===== src/rtl/tlb_pkg.sv =====
// tlb_pkg: shared TLB refill defaults, PTE bit positions, TLB entry layout and refill FSM states.
package tlb_pkg;
  localparam int LOG_WAYS_DEF  = 4;
  localparam int VPN_WIDTH_DEF = 23;
  localparam int PFN_WIDTH_DEF = 23;
  localparam int ASID_WIDTH    = 8;
  localparam int ENTRY_WIDTH   = VPN_WIDTH_DEF + PFN_WIDTH_DEF + ASID_WIDTH + 3;
  localparam int PTE_PFN_LSB   = 9;
  localparam int PTE_D         = 2;
  localparam int PTE_V         = 1;
  localparam int PTE_G         = 0;
  // TLB entry field order, MSB first
  typedef struct packed {
    logic                     d;
    logic                     v;
    logic                     g;
    logic [ASID_WIDTH-1:0]    asid;
    logic [VPN_WIDTH_DEF-1:0] vpn;
    logic [PFN_WIDTH_DEF-1:0] pfn;
  } tlb_entry_t;
  typedef enum logic [1:0] {S_IDLE, S_REQ, S_WRITE, S_FLT} refill_state_e;
endpackage


===== src/rtl/tlb_victim.sv =====
// tlb_victim: round-robin replacement pointer; with TLB_REFILL_WIRED_EN it skips the WIRED low entries.
module tlb_victim import tlb_pkg::*; #(
  parameter int LOG_WAYS = LOG_WAYS_DEF
) (
  input  logic                CLK,
  input  logic                RESET,
  input  logic [LOG_WAYS-1:0] WIRED,
  input  logic                ADVANCE,
  output logic [LOG_WAYS-1:0] INDEX
);
  localparam logic [LOG_WAYS-1:0] TOP = '1;
  logic [LOG_WAYS-1:0] cnt_q, cnt_d;
`ifdef TLB_REFILL_WIRED_EN
  // a counter left below a freshly raised WIRED is pulled up to it
  assign INDEX = (cnt_q < WIRED) ? WIRED : cnt_q;
  assign cnt_d = ADVANCE ? ((INDEX == TOP) ? WIRED : INDEX + 1'b1) : cnt_q;
`else
  logic unused_wired;
  assign unused_wired = ^WIRED;
  assign INDEX = cnt_q;
  assign cnt_d = ADVANCE ? cnt_q + 1'b1 : cnt_q;
`endif
  always_ff @(posedge CLK or posedge RESET)
    if (RESET) cnt_q <= TOP;
    else       cnt_q <= cnt_d;
endmodule


===== src/rtl/tlb_refill.sv =====
// tlb_refill: hardware TLB miss handler reading one PTE per miss, writing the TLB or raising a fault.
// Build with TLB_REFILL_WIRED_EN to protect the low WIRED entries from replacement.
module tlb_refill import tlb_pkg::*; #(
  parameter int LOG_WAYS  = LOG_WAYS_DEF,
  parameter int VPN_WIDTH = VPN_WIDTH_DEF,
  parameter int PFN_WIDTH = PFN_WIDTH_DEF
) (
  input  logic                             CLK,
  input  logic                             RESET,
  input  logic                             MISS_I,
  input  logic                             MISS_D,
  input  logic [VPN_WIDTH-1:0]             VPN_I,
  input  logic [VPN_WIDTH-1:0]             VPN_D,
  input  logic [ASID_WIDTH-1:0]            C_ASID,
  input  logic [31:0]                      PTBASE,
  input  logic [LOG_WAYS-1:0]              WIRED,
  output logic                             MEM_REQ,
  output logic [31:0]                      MEM_ADDR,
  input  logic                             MEM_ACK,
  input  logic [31:0]                      MEM_RDATA,
  output logic [LOG_WAYS-1:0]              INDEX,
  output logic [VPN_WIDTH+PFN_WIDTH+10:0]  WR_ENTRY,
  output logic                             WE_ENTRY,
  output logic                             BUSY,
  output logic                             FAULT,
  output logic [VPN_WIDTH-1:0]             FAULT_VPN,
  output logic                             FAULT_D
);
  refill_state_e           state_q, state_d;
  logic                    side_q, side_d;
  logic [VPN_WIDTH-1:0]    vpn_q, vpn_d, vpn_pick;
  logic [ASID_WIDTH-1:0]   asid_q, asid_d;
  logic [31:0]             addr_q, addr_d;
  logic [PFN_WIDTH-1:0]    pfn_q, pfn_d;
  logic [2:0]              flags_q, flags_d;
  logic [LOG_WAYS-1:0]     victim;
  logic                    unused_pte;
  tlb_victim #(.LOG_WAYS(LOG_WAYS)) u_victim (
    .CLK    (CLK),
    .RESET  (RESET),
    .WIRED  (WIRED),
    .ADVANCE(state_q == S_WRITE),
    .INDEX  (victim)
  );
  assign vpn_pick   = MISS_D ? VPN_D : VPN_I;
  assign unused_pte = ^MEM_RDATA[PTE_PFN_LSB-1:3];
  always_comb begin
    state_d = state_q;
    side_d  = side_q;
    vpn_d   = vpn_q;
    asid_d  = asid_q;
    addr_d  = addr_q;
    pfn_d   = pfn_q;
    flags_d = flags_q;
    case (state_q)
      S_IDLE: if (MISS_D || MISS_I) begin
        side_d  = MISS_D;
        vpn_d   = vpn_pick;
        asid_d  = C_ASID;
        // address is frozen here so PTBASE may move while the read is outstanding
        addr_d  = PTBASE + (32'(vpn_pick) << 2);
        state_d = S_REQ;
      end
      S_REQ: if (MEM_ACK) begin
        pfn_d   = PFN_WIDTH'(MEM_RDATA[31:PTE_PFN_LSB]);
        flags_d = MEM_RDATA[2:0];
        state_d = MEM_RDATA[PTE_V] ? S_WRITE : S_FLT;
      end
      default: state_d = S_IDLE;
    endcase
  end
  always_ff @(posedge CLK or posedge RESET)
    if (RESET) begin
      state_q <= S_IDLE;
      side_q  <= 1'b0;
      vpn_q   <= '0;
      asid_q  <= '0;
      addr_q  <= '0;
      pfn_q   <= '0;
      flags_q <= '0;
    end else begin
      state_q <= state_d;
      side_q  <= side_d;
      vpn_q   <= vpn_d;
      asid_q  <= asid_d;
      addr_q  <= addr_d;
      pfn_q   <= pfn_d;
      flags_q <= flags_d;
    end
  assign BUSY      = state_q != S_IDLE;
  assign MEM_REQ   = state_q == S_REQ;
  assign MEM_ADDR  = MEM_REQ ? addr_q : '0;
  assign WE_ENTRY  = state_q == S_WRITE;
  assign INDEX     = WE_ENTRY ? victim : '0;
  assign WR_ENTRY  = WE_ENTRY ? {flags_q[PTE_D], flags_q[PTE_V], flags_q[PTE_G], asid_q, vpn_q, pfn_q} : '0;
  assign FAULT     = state_q == S_FLT;
  assign FAULT_VPN = FAULT ? vpn_q : '0;
  assign FAULT_D   = FAULT & side_q;
endmodule


===== config.mk =====
export PLATFORM = sky130hd
export DESIGN_NAME = tlb_refill
export DESIGN_NICKNAME = d
export VERILOG_FILES = /design/src/rtl/tlb_pkg.sv /design/src/rtl/tlb_victim.sv /design/src/rtl/tlb_refill.sv
export SDC_FILE = /design/constraint.sdc
export NUM_CORES = 1
export LEC_CHECK = 0
export ABC_AREA = 1
export BUFFER_PORTS_ARGS = -buffer_cell sky130_fd_sc_hd__buf_2
export CORE_MARGIN = 8
export CORE_UTILIZATION = 50
export CTS_CLUSTER_DIAMETER = 200
export CTS_CLUSTER_SIZE = 40
export DETAILED_ROUTE_END_ITERATION = 8
export PLACE_DENSITY = 0.84
export SLEW_MARGIN = 25
export SYNTH_ARGS = -nofsm -noshare
export SYNTH_HDL_FRONTEND = slang
export SYNTH_HIERARCHICAL = 1
export SYNTH_SLANG_ARGS = --single-unit

===== constraint.sdc =====
create_clock -name CLK -period 3.3 [get_ports CLK]
set_clock_uncertainty 0.1 [all_clocks]
set_input_delay 0.33 -clock CLK [delete_from_list [all_inputs] [get_ports CLK]]
set_output_delay 0.33 -clock CLK [all_outputs]
set_load 0.03 [all_outputs]

==> run summary <==
Crit path time final: 2.50 ns
Proportion of synthesized area in mux cells: 3.74%
Total global-route track usage: 24.6%
Postcts setup bufs: 0
Synthesized net count: 1,153
Wirelength per Cell: 15.1 um
CP Launch Type: flop
IO Pins: 248
Simple-Gate Fraction of Synth Area: 31.6%
Fillers: 1,192
Sum Neg Setup Slack: 0 ns
Flops & latches, synth: 96
Area of the multi-input gates: 0.00331 mm2
Die area: 0.0172 mm2
CTS H-Tree Depth: 3
Post-synthesis area per instance: 6.63 um2
Syn Inst Count: 1,001
Die W: 131 um
HP Start: C_ASID[1]
Leakage: 4.92 nW
Setup crit start: state_q[0]
Max Fanout on Critical Path: 38
Cell Chain, Critical Path: inv_1, nand2_2, buf_4, nor2_1, buf_2
Post-synth EDFFs: 0
Synth Area in Compound Gates: 8.47%
Worst EP required: 2.87 ns
Pin count of the biggest net entering global routing: 54
Vias in the first global route: 6,802
Worst path slowest cell: nand2_2
Final hold violations: 0
Synth Warn #: 6
Avg Vias per Cell: 4.95
Rel. slew slack: 33.9%
GRT overflow: 0
Worst Hold Slack: 0.0844 ns
Reg2Reg Setup Slack: 1.45 ns
DRT iter0 DRCs: 491
Antenna viol nets, final: 0
Synth Area in Adders: 4.83%
Share of the synthesized area in the top cell type: 34.7%
Async SR Flop Fraction: 100%
CTS tree: yes
NumNets Final: 1,376
Total detailed-routing wirelength: 21,200 um
Crit path DAT: 2.07 ns
Post-synthesis xor/xnor area fraction: 1.32%
Num CTS Buffers: 9
Power Dens Cells: 748 mW/mm2
I/O Buffers: 237
Layout cells sized above 1: 25.9%
Antenna violations before repair: 0
Clk slew on worst S/H paths: 0.07 ns
Worst setup EP type: output pin
Max-cap viol count: 0
Post-synthesis cell type count: 34
Final HPWL DP: 16,600 um
Outcome: complete, no violations
Die height: 131 um
Final period util: 75.7%
Initial Utilization: 50.7%
Unrepaired setup endpoints after global routing: false
Worst Hold Class: input port to flop
First-pass DRT Iterations: 5
Seq/Total Area, Yosys: 36.3%
Sequential cell area: 0.00241 mm2
# diodes: 0
Row cnt: 42
Largest cells by area after synthesis: dfrtp_1 (35%), nand2_1 (16%), inv_1 (11%), nor2_1 (8.4%), o21ai_0 (5.4%)
DRC violations left: 0
Critical Setup Path Class: flop to output pin
Top FF cell, synth: dfrtp_1
Peak Freq: 401 MHz
Clk_lat worst skew: 0.34 ns
Largest vdd supply drop: 0.000326 V
Routed vias: 6,958
Clock buffer depth: 2
Layout area overhead: 24.9%
First-pass GRT wire length: 34,800 um
CP peak stage delay: 0.55 ns
GP Congestion: 0.909
Main combinational cell family by area after synthesis: simple AND/OR/NAND/NOR gates
Cell taking the most area after synthesis: dfrtp_1
Floorplan Core Area: 0.0131 mm2
Total clock sinks: 96
Post-Syn Area: 0.00663 mm2
Least-Margin Pin Slew: 0.990 ns
Max-slew violations: 0
Worst r2r src: state_q[1]
Root Driver: clkbuf_16
Finish-stage setup viols: 0
worst max-delay path: cells and delay by family (launching register included):
| family | cells | cell delay, ns |
|---|---|---|
| simple gates | 2 | 0.63 |
| flops | 1 | 0.39 |
| buf+inv | 3 | 0.68 |
cell type report:
class / instances / area share (%)
multi-input combinational: 672 / 40.0
sequential: 96 / 29.1
timing repair buffer: 244 / 15.4
inverter: 201 / 9.14
clock buffer: 11 / 2.93
tap: 176 / 2.66
clock inverter: 5 / 0.770
state kept, by name, summed over array words and instances, names as in the netlist:
register / cells
side_q: 1
u_victim/INDEX: 4
vpn_q: 23
state_q: 2
addr_q: 32
asid_q: 8
pfn_q: 23
flags_q: 3
repair_timing:
item / 4_1_cts / 5_1_grt
hold endpoints to repair: 53 / 0
resized for setup: 0 / 0
hold buffers: 1 / 0
through the flow:
stage	instance area, um2	total power, mW	instances	setup slack, ns	util [%]
3_5_place_dp	7970	5.12	1388	0.510	60.9
5_1_grt	8280	6.68	1405	0.640	63.3
2_1_floorplan	6630	4.23	1001	0.478	-
4_1_cts	8280	6.23	1405	0.655	63.3
6_report	8280	6.20	1405	0.804	63.3
3_3_place_gp	7970	5.03	1388	0.539	60.9
final timing paths:
path	to	depth (start not counted)
max in group asynchronous	addr_q[30]	4
worst max-delay path	WR_ENTRY[26]	5
worst min-delay path	asid_q[1]	3
min in group asynchronous	asid_q[1]	3
worst min register to register	addr_q[23]	2
worst max register to register	pfn_q[9]	5
power by group:
| part | switching [mW] | total [mW] | internal, mW |
|---|---|---|---|
| Clock | 0.465 | 1.08 | 0.614 |
| Sequential | 0.205 | 1.97 | 1.76 |
| Combinational | 2.27 | 3.15 | 0.885 |
| Total | 2.94 | 6.20 | 3.26 |
cell usage after synthesis (5+ instances only):
library cell / instances
a21oi_1: 20
dfrtp_1: 92
o21ai_0: 72
nand4_1: 5
nand3_1: 42
nand2_1: 276
nand2_2: 6
inv_1: 197
o21ai_1: 10
buf_2: 10
nor2_1: 149
nor3_1: 5
clkbuf_1: 16
nand3_2: 5
nor2_2: 10
xnor2_1: 8
mux2_2: 22
ha_1: 24
layer usage:
metal,up-vias,track usage [%],part of all wire (%)
li1,3471,-,-
met1,3190,31.4,43
met2,272,41.2,48
met3,25,4.88,7.5
met4,0,7.23,1.8
met5,-,0,0
cells by family (layout without fill, tap and decap cells):
group	after synthesis	count (layout)
DFF	96	96
adders and majority gates	25	25
xor gates and xnor gates	10	10
buffers and inverters	233	461
AOI/OAI and AO/OA	108	108
and+or+nand+nor	507	507
muxes	22	22
layout by cell type, fill, tap and decap left out, drive strengths merged:
master,count
nand2,282
buf,243
inv,202
nor2,160
dfrtp,92
o21ai,83
nand3,47
ha,24
mux2,22
a21oi,20
clkbuf,11
xnor2,8
nor3,6
nand4,5
dfstp,4
o21bai,3
nand3b,3
o22ai,2
nor3b,2
clkinv,2
xor2,2
or2,2
fa,1
clkinvlp,1
bufinv,1
dlygate4sd3,1
Power figures use the tool's default switching activity.
